`src/rtl/mod2011_rr_scheduler.sv`:
```
// Round-robin scheduler sharing one 300-bit mod-2011 reducer among NREQ requesters.
// Optional range check on the returned remainder: define MOD2011_SCHED_RANGECHK_EN.
module mod2011_rr_scheduler #(
  parameter int NREQ   = 4,
  parameter int IDW    = 2,
  parameter int DP_LAT = 0
) (
  input  logic                  clk,
  input  logic                  rst,
  input  logic [NREQ-1:0]       req_valid,
  output logic [NREQ-1:0]       req_ready,
  input  logic [NREQ*300-1:0]   req_x,
  output logic [299:0]          dp_x,
  output logic                  dp_start,
  input  logic [10:0]           dp_r,
  output logic                  res_valid,
  input  logic                  res_ready,
  output logic [10:0]           res_r,
  output logic [IDW-1:0]        res_id,
  output logic                  busy,
  output logic                  err
);
  typedef enum logic [1:0] {IDLE, ISSUE, WAIT, RESP} state_t;

  localparam logic [2:0] CNT_INIT = (DP_LAT > 0) ? 3'(DP_LAT - 1) : 3'd0;

  state_t                    state, nxt;
  logic [IDW-1:0]            rr_ptr, gnt;
  logic                      found;
  logic [2:0]                cnt;
  logic                      cap;
  logic [10:0]               res_nxt;
  logic [NREQ-1:0][299:0]    x_lane;

  for (genvar i = 0; i < NREQ; i++) begin : g_lane
    assign x_lane[i] = req_x[300*i +: 300];
  end

  // first valid index at or after rr_ptr, cyclic
  always_comb begin
    int idx;
    found = 1'b0;
    gnt   = '0;
    idx   = 0;
    for (int k = 0; k < NREQ; k++) begin
      idx = int'(rr_ptr) + k;
      if (idx >= NREQ) idx = idx - NREQ;
      if (!found && req_valid[idx[IDW-1:0]]) begin
        found = 1'b1;
        gnt   = idx[IDW-1:0];
      end
    end
  end

  // gated by rst so every output reads 0 while reset is held
  always_comb begin
    req_ready = '0;
    if (state == IDLE && found && !rst) req_ready[gnt] = 1'b1;
  end

  always_comb begin
    nxt = state;
    case (state)
      IDLE:  if (found) nxt = ISSUE;
      ISSUE: nxt = (DP_LAT == 0) ? RESP : WAIT;
      WAIT:  if (cnt == 3'd0) nxt = RESP;
      RESP:  if (res_ready) nxt = IDLE;
      default: nxt = IDLE;
    endcase
  end

  assign cap       = (state == ISSUE && DP_LAT == 0) || (state == WAIT && cnt == 3'd0);
  assign dp_start  = (state == ISSUE);
  assign res_valid = (state == RESP);
  assign busy      = (state != IDLE);

`ifdef MOD2011_SCHED_RANGECHK_EN
  logic rng;
  assign rng = (dp_r >= 11'd2011);
  always_comb begin
    res_nxt = dp_r;
    if (rng) res_nxt = dp_r - 11'd2011;
  end
  always_ff @(posedge clk or posedge rst) begin
    if (rst)            err <= 1'b0;
    else if (cap && rng) err <= 1'b1;
  end
`else
  assign res_nxt = dp_r;
  assign err     = 1'b0;
`endif

  always_ff @(posedge clk or posedge rst) begin
    if (rst) begin
      state  <= IDLE;
      rr_ptr <= '0;
      cnt    <= '0;
      dp_x   <= '0;
      res_r  <= '0;
      res_id <= '0;
    end else begin
      state <= nxt;
      if (state == IDLE && found) begin
        dp_x   <= x_lane[gnt];
        res_id <= gnt;
        rr_ptr <= (gnt == IDW'(NREQ - 1)) ? '0 : gnt + 1'b1;
      end
      if (state == ISSUE) cnt <= CNT_INIT;
      else if (state == WAIT && cnt != 3'd0) cnt <= cnt - 3'd1;
      if (cap) res_r <= res_nxt;
    end
  end
endmodule

```
`config.mk`:
```
export PLATFORM = sky130hd
export DESIGN_NAME = mod2011_rr_scheduler
export DESIGN_NICKNAME = d
export VERILOG_FILES = /design/src/rtl/mod2011_rr_scheduler.sv
export SDC_FILE = /design/constraint.sdc
export NUM_CORES = 1
export LEC_CHECK = 0
export BUFFER_PORTS_ARGS = -buffer_cell sky130_fd_sc_hd__buf_4
export CORE_AREA = 2 2 608 610
export CTS_CLUSTER_DIAMETER = 30
export CTS_CLUSTER_SIZE = 30
export DETAILED_ROUTE_END_ITERATION = 10
export DIE_AREA = 0 0 610 612
export SLEW_MARGIN = 20
export SYNTH_ARGS = -nofsm -noshare
export SYNTH_HDL_FRONTEND = slang
export SYNTH_SLANG_ARGS = --single-unit
```
`constraint.sdc`:
```
create_clock -name clk -period 15.65 [get_ports clk]
set_input_delay 3.13 -clock clk [delete_from_list [all_inputs] [get_ports clk]]
set_output_delay 3.13 -clock clk [all_outputs]
set_load 0.05 [all_outputs]
```
# After elaboration in Yosys (flattened, before gate mapping)
# Cells that the tools add are included.
totals:
  regBits: 320
  latch_bits: 0
  ram_bits: 0
  mem_bits_ro: 0
  in_bits: 1218
  out_inout_bits: 321
  wordCells: 83
  mem_count: 0
classes:
  add_sub_neg: 9
  multipliers: 0
  div: 0
  order_cmp: 10
  eq_ne: 7
  shift: 0
  muxes: 32
  bitwise_logic: 0
  n_reduce_logical: 19
ops:
  columns: ["cell", "count"]
  rows:
  - ["$bmux 300 s2", 1]
  - ["$mux 300", 1]
  - ["$mux 2", 12]
  - ["$lt 2x3->1 const B", 5]
  - ["$ge 3x3->1 const B", 3]
  - ["$mux 1", 9]
  - ["$bmux 1 s2", 4]
  - ["$logic_and 1x1->1", 8]
  - ["$pmux 2 s4", 1]
  - ["$sub 2x1->2 const B", 4]
  - ["$add 2x2->3 const B", 2]
  - ["$eq 2x2->1 const B", 3]
  - ["$mux 3", 2]
  - ["$logic_not 1->1", 4]
  - ["$mux 4", 1]
  - ["$ne 2x2->1 const B", 2]
  - ["$reduce_bool 2->1", 2]
  - ["$add 2x1->3 const B", 1]
  - ["$ge 2x3->1 const B", 1]
  - ["$logic_not 3->1", 1]
  - ["$reduce_and 3->1", 1]
  - ["$reduce_bool 3->1", 1]
  - ["$sub 3x1->3 const B", 1]
  - ["$add 2x1->2 const B", 1]
  - ["other kinds (6)", 6]

# Depth between registers and ports, before layout
depth:
  word_depth: 19
  depth_mapped: 10
  mapped_depth_nobuf: 7

# Worst setup path after synthesis
# OpenSTA, ideal clock, no wires.
synth_timing:
  path_type: "input to output"
  from: "input rst"
  to: "output req_ready[0]"
  arrival_ns: 10.936
  required_ns: 12.520
  slack_ns: 1.584
  cell_stages: 2
  path_buffers: 0
  path_cell_list: "inv_1 > and3_1"
synth_via:
  elab_chain_len: 3
synth_rtl:
  columns: ["item", "line_no", "source"]
  rows:
  - ["from (decl)", "9", "input logic rst,"]
  - ["$logic_not 1->1 (no line)", null, null]
  - ["$logic_and 1x1->1", "58", "if (state == IDLE && found && !rst) req_ready[gnt] = 1'b1;"]
  - ["$mux 4", "58", null]
  - ["to (decl)", "11", "output logic [NREQ-1:0] req_ready,"]
# No other way between the ends.

# Worst setup path after layout
layout_timing:
  from: "input req_valid[2]"
  to: "output req_ready[2]"
layout_via:
  elab_chain_len: 17
  elab_cells_between_ends: 30
  classes_between: "order compare (2); mux (19); reduce/logical (9)"
layout_rtl:
  columns: ["item", "line_no", "source"]
  rows:
  - ["from (decl)", "10", "input logic [NREQ-1:0] req_valid,"]
  - ["$bmux 1 s2", "48", "if (!found && req_valid[idx[IDW-1:0]]) begin"]
  - ["$mux 1 (not written as such)", "48", null]
  - ["$mux 1", "48", null]
  - ["$logic_not 1->1", "48", null]
  - ["$logic_and 1x1->1", "48", null]
  - ["$mux 1", "48", null]
  - ["$logic_not 1->1", "48", null]
  - ["$logic_and 1x1->1", "48", null]
  - ["$mux 1", "48", null]
  - ["$logic_not 1->1", "48", null]
  - ["$logic_and 1x1->1", "48", null]
  - ["$mux 2", "48", null]
  - ["$lt 2x3->1 (not written as such) or $ge 2x1->1 (tied branches)", "58", null]
  - ["$logic_and 1x1->1 (not written as such)", "58", null]
  - ["$mux 1 (not written as such)", "58", null]
  - ["$demux 1 s2", "58", null]
  - ["$mux 4 *", "58", null]
# Mark *: on every way between the ends. The rest lies on a longest branch, timed or not. The select of a mux whose other input is x is not followed.

==> qor.yml <==
finish.cell_count_without_fillers: 8397
cp_data_required_time_ps: 12520
synth_area_leader_cell: "sky130_fd_sc_hd__dfrtp_1"
leakage_component_of_the_power_uw: 0.01778
run_status: "finished clean"
syn_to_final_growth_pct: 119.4
syn_area_per_cell_um2: 10.26
slew_viols_final: 0
grt_setup_unrepaired: "false"
layout_min_cycle_time_ps: 8538
hold_viol_final: 0
met3_wire_length_um: 48750
finalPower_uw: 9411
clock_tree.htree_level_count: 4
final.setup.tns_ps: 0
ranking_of_synthesized_cells_by_area: "sky130_fd_sc_hd__dfrtp_1, sky130_fd_sc_hd__mux2i_1, sky130_fd_sc_hd__a221oi_1, sky130_fd_sc_hd__o22ai_1, sky130_fd_sc_hd__nor2_1"
total_global_route_track_usage: 0.1581
fillerInstances: 42350
ys_ff_latch: 320
clkTransAtPathRegs_ps: 30
layout_commonest_cell: "sky130_fd_sc_hd__buf_4"
dieWidth_um: 610
placed_cells_incl_taps: 8055
finish.net_count: 4591
achievable-frequency_ghz: 0.1171
synth.yosys.seq_area_share: 0.4334
route.vias.total: 26380
core_area_um2: 367200
drt-wirelength-per-cell_um: 36.74
first_global_vias: 24420
yosys_warnings: 0
initial_utilization: 0.05032
synth_top_area_frac: 0.4334
insertion_delay_ps: 850
route.final.wire_length_um: 308500
post_cts_hold_buffer_count: 0
timing.critical_path.arrival_ps: 5410
syn-instance-count: 1801
worst_r2r_startpoint: "state[0]"
drc: 0
gp_routability_congestion: 1.000
timing.hold.worst.start: "res_id[1]"
drive_above_1_share: 0.5384
cts-resized-gates: 0
design.die.area_um2: 373300
via_per_inst: 3.142
worst-setup-path-type: "input port to primary output"
yosysUniqueCellTypes: 33
grt_start_max_net_pins: 134
worst-path-max-fanout: 20
antenna_found_initial: 387
syn_area_um2: 18480
met2_wirelength_um: 132000
tritoncts: "built"
post-cts-setup-buffer-count: 0
net_count_of_the_mapped_netlist: 3027
finalHoldWorstSlack_ps: 476.1
finalSetupViolations: 0
tightest_slew_ps: 1224
timing.hold.worst.class: "flop to flop"
num_rows: 223
iteration_0_drc_count_of_the_detailed_router: 2419
cts_root_buf: "sky130_fd_sc_hd__clkbuf_16"
tritoncts.num_buffers: 143
startpoint: "req_valid[2]"
detailedRoute.firstPassIterationCount: 5
grt_first_pass_wirelength_um: 360000
power.ir.vdd_worst_mv: 0.1208
antenna_left: 0
m1WireLength_um: 110600
endpoint_kind: "primary output"
count_of_pins_on_the_block_boundary: 1539
final_critical_path_setup_slack_ps: 7112
cts_sinks: 320
timing.max_slew.rel_slack: 0.1841
die_height_um: 612
mostFrequentLayoutCells: "sky130_fd_sc_hd__buf_4, sky130_fd_sc_hd__dfrtp_1, sky130_fd_sc_hd__nor2_1, sky130_fd_sc_hd__mux2i_1, sky130_fd_sc_hd__o22ai_1"
final.period_utilization: 0.5455
highest_layer: "met5"
cap_viol_max_count: 0
start_kind: "input port"
detailedPlacementHpwl_um: 273200
post-place-ws_ps: 7083
final.setup_skew_ps: 68.00
p_per_area_nw_per_um2: 232.2
clk_buf_depth: 4
io_buffer_count: 1537
grt_overflow: 0
==> metrics by stage <==
stage	util	cell area, um^2
after floorplan	-	18480
after detailed placement	0.09674	35520
after global placement	0.09658	35460
after CTS	0.1098	40300
after global routing	0.1100	40390
final	0.1104	40530
==> sequential cells by signal (all words and copies together), names as in the netlist <==
register / cells
state: 2
rr_ptr: 2
dp_x: 300
res_id: 2
res_r: 11
cnt: 3
==> critical path, cell delays in order <==
cell	delay (ps)
sky130_fd_sc_hd__buf_4	180
sky130_fd_sc_hd__nor2b_1	230
sky130_fd_sc_hd__nor3_1	110
sky130_fd_sc_hd__o22ai_4	720
sky130_fd_sc_hd__nand2_1	120
sky130_fd_sc_hd__nor3_1	560
sky130_fd_sc_hd__buf_4	330
==> final timing paths <==
path,to,slack [ps],cells after the start
setup / recovery,req_ready[2],7110,7
hold / removal,res_id[1],480,2
setup reg to reg,dp_x[175],11640,9
hold reg to reg,res_id[1],480,2
max in group asynchronous,dp_x[218],9980,6
min in group asynchronous,dp_x[46],2430,2
==> metal layers <==
metal,vias up,track usage
met1,12660,0.1735
met4,248,0.06251
met5,-,0
li1,10480,-
met3,872,0.1044
met2,2123,0.2395
==> synthesized netlist by cell type, drive strengths merged <==
master   count
ha           8
nor4         1
o211a        1
inv         10
and2b        1
buf        129
a21oi        2
nor3         3
a221oi     301
dfrtp      320
and3         4
o2bb2ai      1
mux2i      301
xnor2        1
a31oi        2
nand2       11
o21ai        5
clkbuf      73
nor2       305
a21boi       2
o31ai        1
nand2b       3
mux2        11
a211oi       1
nor2b        2
conb         1
o22ai      301
==> cells by family after synthesis <==
kind of cell,Yosys count,synth area share
AO/OA/AOI/OAI,617,0.2500
adder cells (fa/ha/maj),8,0.005417
multiplexers,312,0.1698
buffers and inverters,212,0.07184
other,1,0.0002029
XOR/XNOR,1,0.0004741
AND/OR/NAND/NOR,330,0.06893
flip-flops,320,0.4334
==> power by group <==
| group | total, uW | switching [uW] | internal, uW |
|---|---|---|---|
| Sequential | 1530 | 277 | 1260 |
| Clock | 2830 | 862 | 1960 |
| Combinational | 5050 | 3610 | 1440 |
| Total | 9410 | 4750 | 4660 |
==> area by class of cell <==
class | count | area, um^2 | share of cell area
Antenna cell | 87 | 217.7 | 0.005371
Sequential cell | 320 | 8008 | 0.1976
Tap cell | 4837 | 6052 | 0.1493
Timing Repair Buffer | 1621 | 12190 | 0.3006
Inverter | 10 | 45.04 | 0.001111
Multi-Input combinational cell | 1269 | 9246 | 0.2281
Clock buffer | 222 | 4388 | 0.1083
Clock inverter | 31 | 389.1 | 0.009601
Power figures use the tool's default switching activity.
